[config.mk]
export PLATFORM = sky130hd
export DESIGN_NAME = fifo_16b_rd
export DESIGN_NICKNAME = d
export VERILOG_FILES = /design/src/rtl/fifo_16b_pkg.sv /design/src/rtl/fifo_16b_ptr.sv /design/src/rtl/fifo_16b_rd.sv
export SDC_FILE = /design/constraint.sdc
export NUM_CORES = 1
export LEC_CHECK = 0
export ABC_AREA = 0
export BUFFER_PORTS_ARGS = -buffer_cell sky130_fd_sc_hd__buf_2
export CORE_MARGIN = 4
export CORE_UTILIZATION = 40
export CTS_CLUSTER_DIAMETER = 30
export CTS_CLUSTER_SIZE = 25
export DETAILED_ROUTE_END_ITERATION = 10
export PLACE_DENSITY_LB_ADDON = 0.08
export SLEW_MARGIN = 25
export SYNTH_ARGS = -nofsm -noshare
export SYNTH_HDL_FRONTEND = slang
export SYNTH_HIERARCHICAL = 1
export SYNTH_SLANG_ARGS = --single-unit
[constraint.sdc]
create_clock -name clk -period 2.85 [get_ports clk]
set_input_delay 0.4275 -clock clk [delete_from_list [all_inputs] [get_ports clk]]
set_output_delay 0.4275 -clock clk [all_outputs]
set_load 0.01 [all_outputs]
[src/rtl/fifo_16b_pkg.sv]
// Shared constants for the 16-bit FIFO: data width, default depth and the
// value that storage entries take on reset.
package fifo_16b_pkg;

  localparam int FIFO_DATA_W = 16;
  localparam int FIFO_DEPTH  = 4;

  localparam logic [FIFO_DATA_W-1:0] FIFO_ENTRY_RST = 16'h0000;

endpackage

[src/rtl/fifo_16b_ptr.sv]
// Modulo-DEPTH pointer register with increment enable and synchronous
// active-high reset. Used for both the write and the read pointer.
module fifo_16b_ptr #(
  parameter int DEPTH = 4,
  parameter int PTR_W = 2
) (
  input  logic             clk,
  input  logic             rst,
  input  logic             en,
  output logic [PTR_W-1:0] ptr
);

  localparam logic [PTR_W-1:0] LAST = PTR_W'(DEPTH - 1);

  logic [PTR_W-1:0] ptr_reg;
  logic [PTR_W-1:0] ptr_next;

  // Next pointer value: explicit wrap from DEPTH-1 back to 0.
  always_comb begin
    ptr_next = ptr_reg;
    if (en) begin
      if (ptr_reg == LAST) ptr_next = '0;
      else                 ptr_next = ptr_reg + 1'b1;
    end
  end

  // Pointer register; reset returns it to slot 0.
  always_ff @(posedge clk) begin
    if (rst) ptr_reg <= '0;
    else     ptr_reg <= ptr_next;
  end

  assign ptr = ptr_reg;

endmodule

[src/rtl/fifo_16b_rd.sv]
// 16-bit synchronous FIFO with first-word-fall-through read side.
// Writer is the cache-fill / memory-return path, reader is the cache
// controller. Full/empty are decoded from the occupancy count.
// Optional sticky overflow/underflow flag: define FIFO_16B_ERR_FLAG_EN to
// add the err output.
module fifo_16b_rd
  import fifo_16b_pkg::*;
#(
  parameter int DEPTH = FIFO_DEPTH,
  parameter int PTR_W = 2
) (
  input  logic                   clk,
  input  logic                   rst,
  input  logic                   wr_en,
  input  logic [FIFO_DATA_W-1:0] wr_data,
  output logic                   full,
  input  logic                   rd_en,
  output logic [FIFO_DATA_W-1:0] rd_data,
  output logic                   empty,
`ifdef FIFO_16B_ERR_FLAG_EN
  output logic                   err,
`endif
  output logic [PTR_W:0]         count
);

  localparam logic [PTR_W:0] COUNT_FULL = (PTR_W + 1)'(DEPTH);

  logic [PTR_W-1:0]       wr_ptr;
  logic [PTR_W-1:0]       rd_ptr;
  logic [PTR_W:0]         count_reg;
  logic [PTR_W:0]         count_next;
  logic                   rd_acc;
  logic                   wr_acc;
  logic [FIFO_DATA_W-1:0] entry_word [DEPTH];

  // Status flags come from the count only, so a full FIFO and an empty one
  // (which share equal pointers) are never confused.
  assign empty = (count_reg == '0);
  assign full  = (count_reg == COUNT_FULL);
  assign count = count_reg;

  // Accept rules: a pop frees a slot in the same cycle, so a write to a full
  // FIFO is only accepted alongside a pop.
  assign rd_acc = rd_en & ~empty;
  assign wr_acc = wr_en & (~full | rd_acc);

  fifo_16b_ptr #(.DEPTH(DEPTH), .PTR_W(PTR_W)) u_wr_ptr (
    .clk (clk),
    .rst (rst),
    .en  (wr_acc),
    .ptr (wr_ptr)
  );

  fifo_16b_ptr #(.DEPTH(DEPTH), .PTR_W(PTR_W)) u_rd_ptr (
    .clk (clk),
    .rst (rst),
    .en  (rd_acc),
    .ptr (rd_ptr)
  );

  // One enabled 16-bit register per entry, loaded when the write pointer
  // addresses it.
  generate
    for (genvar gi = 0; gi < DEPTH; gi++) begin : g_entry
      logic [FIFO_DATA_W-1:0] word_reg;
      logic                   load;

      assign load = wr_acc & (wr_ptr == PTR_W'(gi));

      // Entry register with synchronous clear.
      always_ff @(posedge clk) begin
        if (rst)       word_reg <= FIFO_ENTRY_RST;
        else if (load) word_reg <= wr_data;
      end

      assign entry_word[gi] = word_reg;
    end
  endgenerate

  // Head word falls through combinationally; forced to zero while empty so
  // stale entry contents are never exposed.
  always_comb begin
    rd_data = FIFO_ENTRY_RST;
    if (!empty) rd_data = entry_word[rd_ptr];
  end

  // Occupancy: net change of +1 / -1 / 0 depending on which sides accepted.
  always_comb begin
    count_next = count_reg;
    case ({wr_acc, rd_acc})
      2'b10:   count_next = count_reg + 1'b1;
      2'b01:   count_next = count_reg - 1'b1;
      default: count_next = count_reg;
    endcase
  end

  // Occupancy register.
  always_ff @(posedge clk) begin
    if (rst) count_reg <= '0;
    else     count_reg <= count_next;
  end

`ifdef FIFO_16B_ERR_FLAG_EN
  logic err_reg;

  // Sticky error: set by a dropped write or a read of an empty FIFO,
  // cleared only by reset.
  always_ff @(posedge clk) begin
    if (rst) err_reg <= 1'b0;
    else     err_reg <= err_reg | (wr_en & ~wr_acc) | (rd_en & empty);
  end

  assign err = err_reg;
`endif

endmodule

==> results of run 1 <==
-- stage by stage --
step | hold WS [ns] | worst slack (ns)
6_report | 0.3539 | 0.4546
5_1_grt | 0.3503 | 0.3218
4_1_cts | 0.3491 | 0.3927
3_5_place_dp | 0.4659 | 0.7706
3_3_place_gp | 0.4587 | 0.7859
2_1_floorplan | 0.4505 | 0.8225
-- area by class of cell --
cell class	instances	area [µm²]	share of cell area, %
Clock inverter	4	23.77	0.6250
Timing Repair Buffer	50	287.8	7.566
Multi-Input combinational cell	271	1800	47.34
Inverter	2	7.507	0.1974
Tap cell	105	131.4	3.454
Sequential cell	71	1421	37.37
Clock buffer	11	131.4	3.454
-- power by group --
| group | leakage [nW] | switching (mW) | internal, mW |
|---|---|---|---|
| clock | 0.0829 | 0.376 | 0.309 |
| sequential | 0.577 | 0.0980 | 1.06 |
| combinational | 0.664 | 0.423 | 0.306 |
| total | 1.32 | 0.897 | 1.68 |
-- cell usage after synthesis (all sizes together) --
library cell	count	share of area (%)
dfxtp	71	41
a21oi	66	9.6
nand3	65	9.4
o21ai	64	9.3
clkbuf	27	3.2
nor2b	18	3.3
mux4	16	10
buf	13	3.1
nor2	8	0.87
nand2b	5	0.91
or3b	4	1.0
mux2i	3	0.87
a31oi	2	0.36
and2	2	0.36
and3b	2	0.51
ha	2	0.73
inv	2	0.22
mux2	2	0.65
nand3b	2	0.44
nor4b	2	0.94
a221oi	1	0.25
and3	1	0.18
fa	1	0.58
nor3	1	0.29
nor3b	1	0.36
o21a	1	0.22
or4b	1	0.40
xnor2	1	0.25
-- how the worst max path moves through the flow --
stage | to | slack [ns] | cells after the start
5_1_grt | rd_data[8] | 0.32 | 4
2_1_floorplan | count[2] | 0.82 | 8
3_3_place_gp | rd_data[14] | 0.79 | 4
3_5_place_dp | rd_data[14] | 0.77 | 4
4_1_cts | rd_data[14] | 0.39 | 4
6_report | rd_data[14] | 0.45 | 4
-- metal layers --
layer,part of all wire [%],global-route usage (%),vias up
met3,5.4,4.983,9
met5,0,0,-
li1,-,-,1445
met2,49,31.19,82
met4,1.1,5.285,0
met1,44,25.66,1454
-- kinds of logic (layout without fill, tap and decap cells) --
kind of cell | count (synthesis) | after routing | synth area share (%)
compound gates | 134 | 134 | 19.71
buf+inv | 42 | 67 | 6.533
simple gates | 112 | 112 | 18.98
mux | 21 | 21 | 11.98
flops | 71 | 71 | 41.23
xor+xnor | 1 | 1 | 0.2541
fa+ha+maj | 3 | 3 | 1.307
-- critical path: stages (launching register included) --
cell and delay, ns:
dfxtp_1 0.53, buf_4 0.29, mux4_2 0.53, nor2b_1 0.14
buf_2 0.14
==> run summary, run 1 <==
Timing would allow up to 417.5 MHz. The startpoint identified for the worst register-to-register timing path is count[2]. In this run the power density over the cells is 676.4 nW/µm². At the pin with the least slew margin, the transition time is 0.8430 ns. The number of cells on the worst reg-to-reg path is 4. Summed over all layers, the routed wires come to 9505 µm.

STA classifies the critical path startpoint as a register. The worst hold path passes through 3 cells. The tools report the worst-case vdd ir drop as 0.2835 mV.

Synthesis instantiated 34 different standard cells from the library. The number of antenna diodes in the final layout is 0. In this run, placement finished with an instance count of 499. Cells fill 45.83% of the core in the end. The total overflow left after global routing is 0. The startpoint identified for the worst hold timing path is wr_data[2].

For hold timing, the worst endpoint is g_entry[2].word_reg[2]. The clock tree skew after final layout is 0.01024 ns, and the final total negative setup slack is 0 ns. The worst-case headroom to the max-slew limit was 43.80%. Detailed placement ended at an HPWL of 5681 µm.

The largest fanout of any net on the critical path works out to 9. The mean post-synth cell area is 8.977 µm². The first global-routing pass estimated 15260 µm of wire.

The tools report the number of global-route vias before repair as 2870. The run finished with clean final reports. For this run, the register share of the synthesized area comes to 41.23%. The number of primary I/O pins was 41; the final-report hold violation count was 0. The finished cells cover 3804 µm².

The H-tree depth came out at 3. The library cell used most frequently in the layout, excluding fill and tap cells, is dfxtp_1. In this run the standard cell core region covers 8299 µm². TritonCTS built the clock tree. The logs give 407 for the net count after synthesis and 0.35 ns for the source-to-sink clock delay at the later pin of the worst-skew pair. The analysis attributes to cell leakage a power of 1.324 nW. Synthesis inferred 71 register bits.

In this run the critical register-to-register path is captured at g_entry[1].word_reg[10]. For the number of max-slew violations in the final report, the log shows 0. Tracing the worst setup path back leads to its startpoint at u_rd_ptr/ptr[1].

The longest clock path from root to sink contains 2 buffers. Once detail routing completed, the nets flagged for antenna violations numbered 0. Number of buffers added by the clock tree synthesis step: 9. The mean routed wirelength per cell is 18.49 µm. The number of violations of the max-capacitance limit was 0. The overall routing resource usage came out at 19.33%. Once placement finished, the instance area stood at 3649 µm². From synthesis to final layout, the design area changed by 10.34%. The final cell count without fillers came out at 514. The tools report the buffer cell driving the clock tree root as clkbuf_8. The logs give 384 for the gate count after technology mapping and 1.97 ns for the data arrival time of the worst path.

The die span in x is 100.8 µm, and the post-layout minimum cycle time is 2.395 ns. For flop-to-flop paths, the worst setup slack is 0.89 ns. For the number of DRC markers in iteration 0, the log shows 211. For the standard-cell row count, the log shows 33. Using the TritonRoute via totals, the vias-per-cell ratio works out to 5.817.

For this run, the number of Yosys warnings is 6. The kind of path behind the tightest hold check was input pin to register. The register with the most flip-flops in the layout has 64 of them.

The count of hold buffers inserted by post-cts repair came out at 0. The logs give 0.7409 for the routability-driven placement congestion ratio and 2990 for the number of vias in the routed layout. Setup repair after global routing left no endpoint under its margin. The fraction of the cycle the final worst path needs works out to 84.05%. Gates resized during post-CTS repair numbered 0. The logs give 10170 µm² for the die outline area and 428 for the post-layout net count. Port buffering added 40 buffers. Once the floorplan was initialized, standard cells occupied 41.53% of the core. The number of sinks handled by clock tree synthesis was 71; the clock-pin slew of the registers on the worst-case setup and hold paths was 0.08 ns.

Required time at the endpoint of the critical path: 2.42 ns. In the layout the commonest cells are dfxtp_1 (71), a21oi_1 (66), nand3_1 (65), o21ai_0 (62), buf_2 (40). Entering global routing, the biggest net connects 65 pins. Before antenna repair, the detailed router went through 4 iterations. The tools report the sort of element at the end of the critical path as a primary output. The critical path is of the register to primary output type. Measured along the y axis, the die boundary spans 100.8 µm. Setup violations remaining at the end of the flow were counted as 0. Fill cells in the final layout number 845.

The logs give 0 for the remaining routing DRC violations and 0 for the number of antenna violations at the first check in global routing. In this run the post-CTS setup repair buffer count came out at 0. Overall power consumption after layout is estimated at 2.573 mW. In this run the cell area of the synthesized design comes to 3447 µm². The share of cells above drive strength 1 works out to 21.03%.
No activity file was read; power rests on OpenSTA's default activity.
==> inputs of run 2 (changes only) <==
ABC_AREA = 1   (was 0)
clock period = 2.41 ns   (was 2.85 ns; I/O delays follow)
==> run 2 against run 1 <==
- flip-flop and latch count stayed put
- final cell count up 23%
- global-route usage increased by 0.70 points
- die area fell by 2.9%
- total power rose by 19%
- area after synthesis down 3.1%
- non-clock buffer count unchanged
- clock-buffer cell count rose by 1
- sequential share of layout area up 0.057 points
- via count is 6.3% higher
- first-iteration DRC count down 45%
==> run summary, run 2 <==
The tools report the HPWL reported at the end of detailed placement as 5939 µm (+4.5%). The tools report the type of origin of the critical path as a register. The global-route wire length before repair was 15610 µm (+2.3%); the XOR/XNOR share of the synthesized area was 0% (-0.25 points). The clock-pin slew of the registers on the worst-case setup and hold paths is 0.07 ns (about the same), and the number of vias in the routed layout is 3179 (+6.3%).

The number of register bits inferred by synthesis was 71 (unchanged); the post-layout minimum cycle time was 2.031 ns. Power density of the placed cells: 806.8 nW/µm² (+19%). The cell internal power dissipation was 1.968 mW (+17%). The critical path ends at rd_data[1].

The tools report the number of primary I/O pins as 41 (unchanged). The count of hold buffers inserted by post-cts repair is 0 (unchanged), and the share of cells above drive strength 1 is 15.43% (-5.6 points). The slew of the pin with the lowest slew margin was 0.7282 ns (-0.1147 ns); the post-synthesis share of cell area spent on and, or, nand and nor gates was 30.50% (+12 points). The final antenna diode count is 0 (unchanged), and the final total negative setup slack is 0 ns (unchanged). Sort of element at the end of the critical path: a primary output. The run finished with clean final reports. After synthesis, the cell types taking the most area are dfxtp_1 (43%), nand2_1 (12%), a21oi_1 (9.9%).

The net count after synthesis was 512 (+26%); the cell area after synthesis was 3339 µm² (-3.1%). The flip-flop count of the largest register, all copies and words added is 64 (unchanged), and the routability-driven placement congestion ratio is 0.7910 (+6.8%). The worst setup path is of the register to primary output kind.

The tools report the number of global-route vias before repair as 3035 (+5.7%). The portion of total power attributed to combinational logic is 28.7% (+0.4 points), and the die span in x is 99.37 µm (-1.4%). The number of vias per cell was 5.046 (-13%); the fill cell total of the finished layout was 859 (+1.7%). Overall power after layout: 3.067 mW (+19%).

Counting instances in the post-synthesis netlist gives the leading cell types as nand2_1 (110), nor2_1 (72), dfxtp_1 (71). In the layout the commonest cells are nand2_1 (110), nor2_1 (72), dfxtp_1 (70), a21oi_1 (66), nand3_1 (53). The tools report the required time at the endpoint of the critical path as 2.05 ns (-0.37 ns). For the maximum number of buffers from clock root to sink, the log shows 2 (unchanged). Of all cell types, the one taking the most synthesized area is dfxtp_1. Kind of path behind the tightest hold check: input pin to register.

Mean post-synth cell area: 6.829 µm² (-24%). The post-layout net count was 543 (+27%); the number of enable flip-flop cells after synthesis was 0 (unchanged). For the die outline area, the log shows 9874 µm² (-2.9%). For the number of buffers added by the clock tree synthesis step, the log shows 9 (unchanged).

For the number of max-slew violations in the final report, the log shows 0 (unchanged). nand2_1 is the most common cell in the netlist. The compound-cell area share of the yosys netlist is 16.94% (-2.8 points), and the mean routed wirelength per cell is 15.10 µm (-18%). The share of the yosys chip area belonging to registers came out at 42.56% (+1.3 points). Derived from the worst setup path, the maximum achievable clock frequency is 492.3 MHz. The multiplexer share of the synthesized area is 0% (-12 points), and the standard-cell row count is 33 (unchanged). The largest fanout of any net on the critical path was 29 (+20); the switching power summed over all nets was 1.098 mW (+22%).

Area used by multi-input combinational logic: 1629 µm² (-9.5%). For the maximum number of pins on one net before global-route repair, the log shows 51 (-22%). Effective utilization at floorplan: 40.85% (-0.69 points). Gate count after technology mapping: 489 (+27%).

The tools report the origin of the critical flop-to-flop path as count[2]. Sequential share of power: 43.0% (-2.1 points). The number of sinks handled by clock tree synthesis was 71 (unchanged); the total grt overflow was 0 (unchanged). The run gives 0 (unchanged) as the number of routed nets with antenna violations. The run gives 51.15% (+7.3 points) as the worst-case headroom to the max-slew limit. The core box area was 8175 µm² (-1.5%); the fraction of the cycle the final worst path needs was 84.28%. The H-tree depth was 3 (unchanged); the iteration count of the initial detailed-routing pass was 4 (unchanged). Tracing the worst setup path back leads to its startpoint at u_rd_ptr/ptr[0]. The register-to-register setup slack was 0.59 ns (-0.30 ns); the source-to-sink clock delay at the later pin of the worst-skew pair was 0.34 ns (about the same). TritonCTS built the clock tree. The overall routing resource usage was 20.03% (+0.70 points); the final-report hold violation count was 0 (unchanged). The tools report the total number of yosys warnings as 6 (unchanged). The number of antenna violations at the first check in global routing is 0 (unchanged). The clock tree skew after final layout was 0.006616 ns (-0.003624 ns). The logs give 1423 µm² (about the same) for the flip-flop and latch area and 0.2710 mV (-4.4%) for the worst-case vdd ir drop. The number of cells on the worst reg-to-reg path works out to 10 (+6). The number of buffers inserted by port buffering is 40 (unchanged), and the proportion of netlist area held by the largest area contributor is 42.56% (+1.3 points).

The endpoint identified for the worst register-to-register timing path is count[2]. Share of flip-flops with an asynchronous set or reset after synthesis: 0% (unchanged). The tools report the data arrival time of the worst path as 1.67 ns (-0.30 ns). For the number of DRC markers in iteration 0, the log shows 115 (-45%). Number of violations of the max-capacitance limit: 0 (unchanged). The chip height came out at 99.37 µm (-1.4%). Number of gates given a new drive strength after cts: 0 (unchanged). The main combinational cell family by area after synthesis was simple AND/OR/NAND/NOR gates. The final setup violation count is 0 (unchanged). In this run the clock root is driven by a clkbuf_8. Adder and majority cell fraction of the synthesized area: 1.349% (+0.042 points). The proportion of power drawn by the clock network was 28.3% (+1.7 points). Number of distinct library cells after synthesis: 23 (-32%). The commonest non-fill, non-tap cell in the layout is nand2_1. Compared with the post-synthesis result, the final layout area differs by 13.83%. The total routed wirelength was 9512 µm (about the same). For the remaining routing DRC violations, the log shows 0 (unchanged). Buffer count from post-CTS setup fixing: 0 (unchanged).

Setup repair after global routing left no endpoint under its margin. The tools report the standby leakage power as 1.620 nW (+22%). Predominant post-synthesis flop cell: dfxtp_1. The switching share of power was 35.81% (+0.96 points).
## run 2: through the flow
stage | cells | hold slack, ns | worst slack [ns] | util, % | instance area (µm²)
after floorplan | 489 | 0.4360 | 0.6901 | - | 3339
after global placement | 614 | 0.4455 | 0.6668 | 44.35 | 3626
after detailed placement | 614 | 0.4491 | 0.6185 | 44.35 | 3626
after CTS | 630 | 0.2840 | 0.3739 | 46.50 | 3801
after global routing | 630 | 0.2946 | 0.1974 | 46.50 | 3801
final | 630 | 0.2954 | 0.3789 | 46.50 | 3801
## run 2: how the worst min path moves through the flow
stage / cells after the start / slack, ns / startpoint / end
detailed placement: 2 / 0.45 / g_entry[1].word_reg[3] / g_entry[1].word_reg[3]
global route: 3 / 0.29 / wr_data[2] / g_entry[3].word_reg[2]
CTS: 3 / 0.28 / wr_data[14] / g_entry[3].word_reg[14]
finish: 3 / 0.30 / wr_data[2] / g_entry[3].word_reg[2]
global placement: 2 / 0.45 / g_entry[1].word_reg[6] / g_entry[1].word_reg[6]
floorplan: 2 / 0.44 / g_entry[1].word_reg[5] / g_entry[1].word_reg[5]
## run 2: power groups by stage
stage / combinational [mW] / sequential [mW] / clock, mW
after floorplan: 0.589 / 1.33 / 0
after global placement: 0.881 / 1.34 / 0
after detailed placement: 0.889 / 1.34 / 0
after CTS: 0.894 / 1.32 / 0.894
after global routing: 1.00 / 1.33 / 0.942
final: 0.881 / 1.32 / 0.868
## run 2: cell families (layout without fill, tap and decap cells)
family,Yosys count,after routing
AND/OR/NAND/NOR,244,244
AO/OA/AOI/OAI,103,103
flip-flops,71,71
buffers and inverters,68,104
adder cells (fa/ha/maj),3,3
## run 2: critical path: stages, from the launching register on
cell	delay, ns
dfxtp_2	0.56
buf_12	0.23
nor2_1	0.06
nor2_1	0.07
o21ai_1	0.07
a21oi_1	0.17
buf_2	0.16
## run 2: cell type report
type                            instances  share of cell area (%)
Clock inverter                          4                  0.5267
Inverter                               38                   3.752
Sequential cell                        71                   37.43
Clock buffer                           12                   4.082
Multi-Input combinational cell        350                   42.86
Timing Repair Buffer                   50                   7.900
Tap cell                              105                   3.456
## run 2: routing by layer
layer / up-vias / global-route usage [%] / share of wire (%)
met4: 0 / 7.353 / 1.2
met5: - / 0 / 0
met1: 1430 / 28.88 / 48
li1: 1656 / - / -
met3: 10 / 2.735 / 5.3
met2: 83 / 30.48 / 45
